<file path="config.mk">
export PLATFORM = sky130hd
export DESIGN_NAME = best_arr_readout_sched
export DESIGN_NICKNAME = d
export VERILOG_FILES = /design/src/rtl/best_arr_readout_sched.sv
export SDC_FILE = /design/constraint.sdc
export NUM_CORES = 1
export LEC_CHECK = 0
export ABC_AREA = 1
export CAP_MARGIN = 20
export CORE_UTILIZATION = 55
export CTS_CLUSTER_SIZE = 16
export DETAILED_ROUTE_END_ITERATION = 8
export GPL_TIMING_DRIVEN = 0
export PLACE_DENSITY = 0.9
export SETUP_SLACK_MARGIN = 0.05
export SLEW_MARGIN = 0
export SYNTH_ARGS = -nofsm -noshare
export SYNTH_HDL_FRONTEND = slang
export SYNTH_SLANG_ARGS = --single-unit
</file>
<file path="constraint.sdc">
create_clock -name clk -period 6.75 [get_ports clk]
set_input_delay 0.675 -clock clk [delete_from_list [all_inputs] [get_ports clk]]
set_output_delay 0.675 -clock clk [all_outputs]
set_load 0.02 [all_outputs]
</file>
<file path="src/rtl/best_arr_readout_sched.sv">
// best_arr_readout_sched
// Reads the best-match index array back in blocked order after the main search
// finishes and forwards every index to the output FIFO write port.
// Order: px half, x-block, row y, column-in-block xi. The narrow last x-block is
// walked without idle cycles.
// A 2-entry buffer absorbs the 1-cycle RAM latency. Reads are gated so that
// FIFO backpressure never drops a returned word.
// Optional build macro OUT_TAG_EN: when defined, fifo_wdata[DATA_WIDTH-1] marks
// the first word of each px half and fifo_wdata[DATA_WIDTH-2] marks the final
// word. When undefined, the bits above the index are zero.
module best_arr_readout_sched #(
    parameter int DATA_WIDTH = 11,
    parameter int IDX_WIDTH  = 9,
    parameter int ROW_SIZE   = 26,
    parameter int COL_SIZE   = 19,
    parameter int BLOCKING   = 4,
    parameter int NUM_QUERYS = ROW_SIZE * COL_SIZE,
    parameter int QADDRW     = $clog2(NUM_QUERYS)
) (
    input  logic                  clk,
    input  logic                  rst,
    input  logic                  start,
    output logic                  busy,
    output logic                  done,
    output logic                  mem_rd_en,
    output logic [QADDRW-1:0]     mem_rd_addr,
    input  logic [IDX_WIDTH-1:0]  mem_rd_data,
    output logic                  fifo_wenq,
    output logic [DATA_WIDTH-1:0] fifo_wdata,
    input  logic                  fifo_wfull_n
);
    localparam int HALF = ROW_SIZE / 2;
    localparam int NXB  = (HALF + BLOCKING - 1) / BLOCKING;
    localparam int LBW  = HALF - (NXB - 1) * BLOCKING;
    localparam int XW   = $clog2(NXB + 1);
    localparam int YW   = $clog2(COL_SIZE + 1);
    localparam int IW   = $clog2(BLOCKING + 1);

    localparam logic [XW-1:0]     X_LAST   = XW'(NXB - 1);
    localparam logic [YW-1:0]     Y_LAST   = YW'(COL_SIZE - 1);
    localparam logic [IW-1:0]     XI_FULL  = IW'(BLOCKING - 1);
    localparam logic [IW-1:0]     XI_SHORT = IW'(LBW - 1);
    localparam logic [QADDRW-1:0] ROW_Q    = QADDRW'(ROW_SIZE);
    localparam logic [QADDRW-1:0] BLK_Q    = QADDRW'(BLOCKING);
    localparam logic [QADDRW-1:0] HALF_Q   = QADDRW'(HALF);

    typedef enum logic [1:0] {S_IDLE, S_RUN, S_DRAIN} state_t;

    state_t                  r_state;
    state_t                  w_next;
    logic                    r_px;
    logic [XW-1:0]           r_x;
    logic [YW-1:0]           r_y;
    logic [IW-1:0]           r_xi;
    logic [QADDRW-1:0]       r_xbase;
    logic [QADDRW-1:0]       r_rowbase;
    logic                    r_inflight;
    logic [1:0]              r_cnt;
    logic                    r_wp;
    logic                    r_rp;
    logic [DATA_WIDTH-1:0]   r_buf [2];
    logic                    r_done;

    logic                    w_last_col;
    logic                    w_last_row;
    logic                    w_last_x;
    logic                    w_last;
    logic                    w_pop;
    logic [2:0]              w_occ;
    logic                    w_rd_en;
    logic [DATA_WIDTH-1:0]   w_word;

    assign w_last_col = (r_xi == ((r_x == X_LAST) ? XI_SHORT : XI_FULL));
    assign w_last_row = (r_y == Y_LAST);
    assign w_last_x   = (r_x == X_LAST);
    assign w_last     = w_last_col && w_last_row && w_last_x && r_px;
    assign w_pop      = (r_cnt != 2'd0) && fifo_wfull_n;
    // Occupancy after this cycle's pop; a new read is allowed only if its return still fits.
    assign w_occ      = {1'b0, r_cnt} + {2'b00, r_inflight} - {2'b00, w_pop};
    assign w_rd_en    = (r_state == S_RUN) && (w_occ < 3'd2);

    assign mem_rd_addr = r_rowbase + QADDRW'(r_xi);
    assign fifo_wenq   = (r_cnt != 2'd0);
    assign fifo_wdata  = r_buf[r_rp];
    assign done        = r_done;

    // State register
    always_ff @(posedge clk or posedge rst) begin
        if (rst) r_state <= S_IDLE;
        else     r_state <= w_next;
    end

    // Next-state and control outputs
    always_comb begin
        w_next    = r_state;
        busy      = (r_state != S_IDLE);
        mem_rd_en = w_rd_en;
        case (r_state)
            S_IDLE:  if (start) w_next = S_RUN;
            S_RUN:   if (w_rd_en && w_last) w_next = S_DRAIN;
            S_DRAIN: if (r_cnt == 2'd0 && !r_inflight) w_next = S_IDLE;
            default: w_next = S_IDLE;
        endcase
    end

    // Done pulse in the first IDLE cycle after draining
    always_ff @(posedge clk or posedge rst) begin
        if (rst) r_done <= 1'b0;
        else     r_done <= (r_state == S_DRAIN) && (w_next == S_IDLE);
    end

    // Blocked-order address walk; row base tracks px*HALF + x*BLOCKING + y*ROW_SIZE by addition
    always_ff @(posedge clk or posedge rst) begin
        if (rst) begin
            r_px      <= 1'b0;
            r_x       <= '0;
            r_y       <= '0;
            r_xi      <= '0;
            r_xbase   <= '0;
            r_rowbase <= '0;
        end else if (r_state == S_IDLE && start) begin
            r_px      <= 1'b0;
            r_x       <= '0;
            r_y       <= '0;
            r_xi      <= '0;
            r_xbase   <= '0;
            r_rowbase <= '0;
        end else if (w_rd_en) begin
            if (!w_last_col) begin
                r_xi <= r_xi + 1'b1;
            end else begin
                r_xi <= '0;
                if (!w_last_row) begin
                    r_y       <= r_y + 1'b1;
                    r_rowbase <= r_rowbase + ROW_Q;
                end else begin
                    r_y <= '0;
                    if (!w_last_x) begin
                        r_x       <= r_x + 1'b1;
                        r_xbase   <= r_xbase + BLK_Q;
                        r_rowbase <= r_xbase + BLK_Q;
                    end else begin
                        r_x <= '0;
                        if (!r_px) begin
                            r_px      <= 1'b1;
                            r_xbase   <= HALF_Q;
                            r_rowbase <= HALF_Q;
                        end else begin
                            r_px      <= 1'b0;
                            r_xbase   <= '0;
                            r_rowbase <= '0;
                        end
                    end
                end
            end
        end
    end

`ifdef OUT_TAG_EN
    logic r_if_first;
    logic r_if_last;

    // Tag flags travel alongside the in-flight read
    always_ff @(posedge clk or posedge rst) begin
        if (rst) begin
            r_if_first <= 1'b0;
            r_if_last  <= 1'b0;
        end else begin
            r_if_first <= w_rd_en && (r_x == '0) && (r_y == '0) && (r_xi == '0);
            r_if_last  <= w_rd_en && w_last;
        end
    end

    // Returned word with tag bits
    always_comb begin
        w_word                  = '0;
        w_word[IDX_WIDTH-1:0]   = mem_rd_data;
        w_word[DATA_WIDTH-1]    = r_if_first;
        w_word[DATA_WIDTH-2]    = r_if_last;
    end
`else
    // Returned word, upper bits zero
    always_comb begin
        w_word = DATA_WIDTH'(mem_rd_data);
    end
`endif

    // 2-entry output buffer; a reset also discards any read still in flight
    always_ff @(posedge clk or posedge rst) begin
        if (rst) begin
            r_inflight <= 1'b0;
            r_cnt      <= 2'd0;
            r_wp       <= 1'b0;
            r_rp       <= 1'b0;
            for (int unsigned i = 0; i < 2; i++) r_buf[i] <= '0;
        end else begin
            r_inflight <= w_rd_en;
            r_cnt      <= w_occ[1:0];
            if (r_inflight) begin
                r_buf[r_wp] <= w_word;
                r_wp        <= ~r_wp;
            end
            if (w_pop) r_rp <= ~r_rp;
        end
    end
endmodule
</file>
=== Word level (Yosys, flattened, before mapping) ===
Index checks and enable logic that the tools add are counted.
Widths: inputs -> output; s select.

* Output and inout bits: 24
* Input bits: 13
* Flip-flop bits (word level): 60
* Word-level logic and storage cells: 97

* Muxes and demuxes: 39
* Equal/unequal tests: 5
* Order comparisons: 4
* $add $sub $neg: 8
* Bitwise gates (word level): 4
* Reductions and logical operators: 23

{| class="wikitable"
|+ Operator list
! operator !! number
|-
| $mux 9 || 9
|-
| $mux 11 || 4
|-
| $mux 3 || 8
|-
| $bwmux 22 || 1
|-
| $mux 5 || 4
|-
| $reduce_bool 2->1 || 6
|-
| $demux 11 s1 || 1
|-
| $logic_and 1x1->1 || 10
|-
| $add 9x3->9 || 1
|-
| $add 9x3->9 const B || 1
|-
| $add 9x5->9 const B || 1
|-
| $mux 2 || 4
|-
| $add 3x1->3 const B || 2
|-
| $logic_not 2->1 || 3
|-
| $mux 1 || 6
|-
| $pmux 2 s3 || 1
|-
| $add 5x1->5 const B || 1
|-
| $eq 5x5->1 const B || 1
|-
| $ge 2x2->1 const B || 2
|-
| $mux 4 || 1
|-
| $not 1->2 || 2
|-
| $reduce_and 4->1 || 1
|-
| $add 2x1->3 || 1
|-
| $eq 3x2->1 || 1
|-
| other kinds (10) || 11
|}

=== Depth between registers and ports, before layout ===
Gate-level depths: netlist (run 1).

* Depth in word-level cells: 11
* Gate-level depth with buffers: 18
* Depth with buffers taken out: 18

=== Worst setup path before layout (run 1) ===
OpenSTA, ideal clock, no wires.

* Path kind: input port to output port
* From: input fifo_wfull_n
* To: output mem_rd_en
* Stages on the path: 11
* Arrival: 2.236 ns
* Setup slack: 3.839 ns
* Buffers on the path: 0
* Data required time: 6.075 ns
* Cells stage by stage: nand2_1 inv_1 ha_1 inv_1 ha_1 inv_1 fa_1 inv_1 nor2_1 nand2_2 inv_1

* Word-level cells in the longest chain between the ends: 4

{| class="wikitable"
|+ Ends and longest elaborated chain
! item !! RTL line !! source
|-
| from (decl) || 30 || <nowiki>input logic fifo_wfull_n</nowiki>
|-
| $logic_and 1x1->1 || 77 || <nowiki>assign w_pop = (r_cnt != 2'd0) && fifo_wfull_n;</nowiki>
|-
| via w_pop || 68 || <nowiki>logic w_pop;</nowiki>
|-
| $sub 3x1->3 || 79 || <nowiki>assign w_occ = {1'b0, r_cnt} + {2'b00, r_inflight} - {2'b00, w_pop};</nowiki>
|-
| via w_occ[1] || 69 || <nowiki>logic [2:0] w_occ;</nowiki>
|-
| $lt 3x2->1 || 80 || <nowiki>assign w_rd_en = (r_state == S_RUN) && (w_occ < 3'd2);</nowiki>
|-
| $logic_and 1x1->1 || 80 ||
|-
| to (decl) || 25 || <nowiki>output logic mem_rd_en,</nowiki>
|}

The timed path passes the listed nets, and every way through them passes these cells.

=== Worst setup path after layout (run 1) ===
Ends and elaborated chain as after synthesis.

==> results of run 1 <==
-- kinds of logic after synthesis --
logic type      after synthesis  share of synthesized area
xor+xnor                     11                    0.02947
buf+inv                      63                    0.08802
fa+ha+maj                    13                    0.05434
mux                           9                    0.03100
flops                        56                     0.4286
other cells                   1                   0.001147
simple gates                207                     0.2951
compound gates               44                    0.07233
-- per-stage QoR --
stage | std cells | worst slack [ns] | hold slack [ns] | total power, mW
global placement | 511 | 2.769 | 0.4542 | 1.197
global route | 520 | 2.553 | 0.5210 | 1.523
CTS | 520 | 2.703 | 0.4917 | 1.428
finish | 520 | 2.718 | 0.4890 | 1.426
floorplan | 405 | 3.839 | 0.4361 | 0.9831
detailed placement | 512 | 2.725 | 0.4653 | 1.234
-- worst max-delay path, cell delays in order --
cell	delay, ns
clkdlybuf4s50_1	0.46
nand2_1	0.07
inv_1	0.07
ha_1	0.22
inv_1	0.05
ha_1	0.12
inv_1	0.05
fa_1	0.50
inv_1	0.05
nor2_1	0.12
nand2_2	0.14
inv_1	0.18
clkdlybuf4s50_1	0.63
-- synth_stat cells (4+ instances only) --
| master | instances | area share |
|---|---|---|
| o21ai_0 | 35 | 0.054 |
| nand2_4 | 4 | 0.014 |
| nand2_2 | 5 | 0.0096 |
| ha_1 | 11 | 0.042 |
| inv_1 | 48 | 0.055 |
| nand4_1 | 4 | 0.0077 |
| nand3_1 | 38 | 0.058 |
| mux2_2 | 9 | 0.031 |
| nand2_1 | 127 | 0.15 |
| nor2_1 | 18 | 0.021 |
| dfrtp_1 | 56 | 0.43 |
| xor2_1 | 9 | 0.024 |
| buf_2 | 4 | 0.0061 |
-- final cells by class --
class                   count  area share
multi-input cells         286      0.4152
flip-flops and latches     56      0.3673
repair buffers             35     0.09446
inverters                  51     0.05149
plain buffers              12     0.02394
well taps                  72     0.02361
clock buffers               5     0.01804
clock inverters             3    0.005904
-- final timing paths --
| path | start | end | slack (ns) | cells past startpoint |
|---|---|---|---|---|
| setup reg to reg | r_cnt[1]$_DFF_PP0_ | r_rowbase[0]$_DFFE_PP0P_ | 4.00 | 17 |
| max in group asynchronous | rst | r_rowbase[8]$_DFFE_PP0P_ | 5.63 | 3 |
| min in group asynchronous | rst | r_xbase[6]$_DFFE_PP0P_ | 0.60 | 2 |
| hold reg to reg | r_xbase[1]$_DFFE_PP0P_ | r_xbase[1]$_DFFE_PP0P_ | 0.49 | 2 |
| setup / recovery | fifo_wfull_n | mem_rd_en | 2.72 | 13 |
| hold / removal | r_xbase[1]$_DFFE_PP0P_ | r_xbase[1]$_DFFE_PP0P_ | 0.49 | 2 |
-- power by group --
group | switching [mW] | leakage [nW] | total, mW | internal (mW)
clock network | 0.117 | 0.0485 | 0.192 | 0.0747
logic | 0.408 | 1.17 | 0.719 | 0.311
registers | 0.0755 | 0.722 | 0.515 | 0.439
total | 0.601 | 1.94 | 1.43 | 0.825
-- state kept, by name (all words and copies together), names as in the netlist --
register    count
r_buf          18
r_rowbase       9
r_xbase         9
r_y             5
r_x             3
r_xi            3
r_cnt           2
r_state         2
done            1
r_inflight      1
r_px            1
r_rp            1
r_wp            1
-- routing by layer --
metal | vias up | routed length (microns) | global-route usage
li1 | 1373 | - | -
met1 | 1320 | 3067 | 0.3160
met2 | 78 | 3606 | 0.4353
met3 | 15 | 302 | 0.03218
met4 | 0 | 150 | 0.1018
met5 | - | 0 | 0
==> out/qor.csv, run 1 <==
stage,metric,value,unit
status,status,"complete, no violations",
floorplan,dieArea,0.006257,sq mm
power,cellPowerDensity,373.8,mW/mm^2
sta,fin_crit_sh,0.5973,
synthesis,ys.flop_type,dfrtp_1,
synthesis,synth.distinct_cells,34,
sta,setup_violations,0,
floorplan,dieWidth,79.10,microns
floorplan,ios,37,
detailed_routing,first_pass_iters,5,
flow_run,cap_violations,0,
floorplan,die_y,79.10,microns
final_layout,drive_above_1_share,0.1183,
clocking,cts_sinks,56,
clocking,post_cts_buffers,0,
clocking,ctsHoldBuffers,0,
sta,finalCriticalPeriod,4.032,ns
worst_setup_path,start_kind,input pin,
synthesis,synth-edff-count,0,
detailed_routing,drtIter0Drc,182,
sta,rsz0062_at_grt,false,
clocking,cts_root_buffer,clkbuf_8,
sta,drv_slew,0,
floorplan,num_rows,27,
global_route,grt_pass1_wl,12.19,mm
placement,place_area,0.003724,sq mm
synthesis,synth-seq-cells,56,
final_layout,postLayoutCoreUtil,0.6803,
global_route,grt_max_degree,45,
detailed_routing,avgViaCountPerCell,5.358,
worst_setup_path,critPathCaptureType,output port,
worst_setup_path,worstPathArrival,3.36,ns
final_layout,syn2layout_area_growth,16.69,%
sta,hold_violations,0,
final_layout,nets,473,
worst_setup_path,critPathRequiredTime,6.07,ns
clocking,h-tree-depth,2,
synthesis,netlist_area,0.003269,sq mm
global_route,grt_overflow,0,
worst_hold_path,hp-class,flip-flop to flip-flop,
synthesis,ys_warn_count,0,
power,ir_worst_vdd,0.0002399,V
floorplan,core,0.005608,sq mm
synthesis,yosysSeqAreaShare,0.4286,
detailed_routing,num_vias,2786,
clocking,clock_latency,0.32,ns
clocking,cts.reportedPaths.clkPinSlew,0.11,ns
synthesis,syn-instance-count,404,
global_route,antenna_found_initial,0,
final_layout,final_cell_mix,"nand2_1 (127), dfrtp_1 (56), inv_1 (47)",
detailed_routing,finalWirelength,7.127,mm
clocking,cts_tree,done,
detailed_routing,route.detailed.drc,0,
final_layout,design_area,0.003815,sq mm
final_layout,fillCellCount,446,
clocking,clock_path_buffers,2,
final_layout,layout_commonest_cell,nand2_1,
final_layout,n_antenna_cell,0,
placement,io_buffers,34,
global_route,grt_pass1_vias,2704,
placement,dpl.hpwl,5.138,mm
floorplan,initial_core_util,0.5830,
worst_setup_path,cp_max_fo,4,
synthesis,synthArstFlopShare,1.000,
sta,max_freq,248.0,MHz
synthesis,post_synth.cell_area_avg,8.093,sq um
detailed_routing,wire_per_inst,13.71,microns
clocking,numCtsBuffers,5,
final_layout,final-seq-area,0.001401,sq mm
final_layout,multiInputGateArea,0.001584,sq mm
sta,finalSetupTns,0,ns
power,power_leakage,1.941,nW
sta,finClkSkew,0.007899,ns
global_route,grt_util_all_layers,0.2510,
worst_setup_path,worstSetupPathType,input pin to output port,
clocking,cts_resized,0,
detailed_routing,ant_nets,0,
placement,gp_congestion,0.7803,
Power figures use the tool's default switching activity.
==> run 2: changes to the inputs <==
==> constraint.sdc (replaced) <==
create_clock -name clk -period 3.91 [get_ports clk]
set_input_delay 0.391 -clock clk [delete_from_list [all_inputs] [get_ports clk]]
set_output_delay 0.391 -clock clk [all_outputs]
set_load 0.02 [all_outputs]
==> results of run 2 <==
The final DEF is identical to that of run 1. Status: complete, no violations.
Main changes from that run: setup slack after placement 2.725 ns -> 0.4527 ns; setup slack after layout 2.718 ns -> 0.3221 ns; hold slack 0.4890 ns -> 0.3185 ns; start point of the critical path fifo_wfull_n -> r_cnt[1]$_DFF_PP0_; register-to-register setup slack 4.00 ns -> 1.16 ns; total power 1.426 mW -> 2.462 mW; worst IR drop on VDD 0.0002399 V -> 0.0004141 V
==> run 3: changes to the inputs <==
==> constraint.sdc (replaced) <==
create_clock -name clk -period 4.05 [get_ports clk]
set_input_delay 0.405 -clock clk [delete_from_list [all_inputs] [get_ports clk]]
set_output_delay 0.405 -clock clk [all_outputs]
set_load 0.02 [all_outputs]
==> results of run 3 <==
The final DEF is identical to that of run 1. Status: complete, no violations.
Main changes from that run: setup slack after placement 2.725 ns -> 0.5647 ns; setup slack after layout 2.718 ns -> 0.4481 ns; hold slack 0.4890 ns -> 0.3325 ns; start point of the critical path fifo_wfull_n -> r_cnt[1]$_DFF_PP0_; register-to-register setup slack 4.00 ns -> 1.30 ns; total power 1.426 mW -> 2.377 mW; worst IR drop on VDD 0.0002399 V -> 0.0003998 V
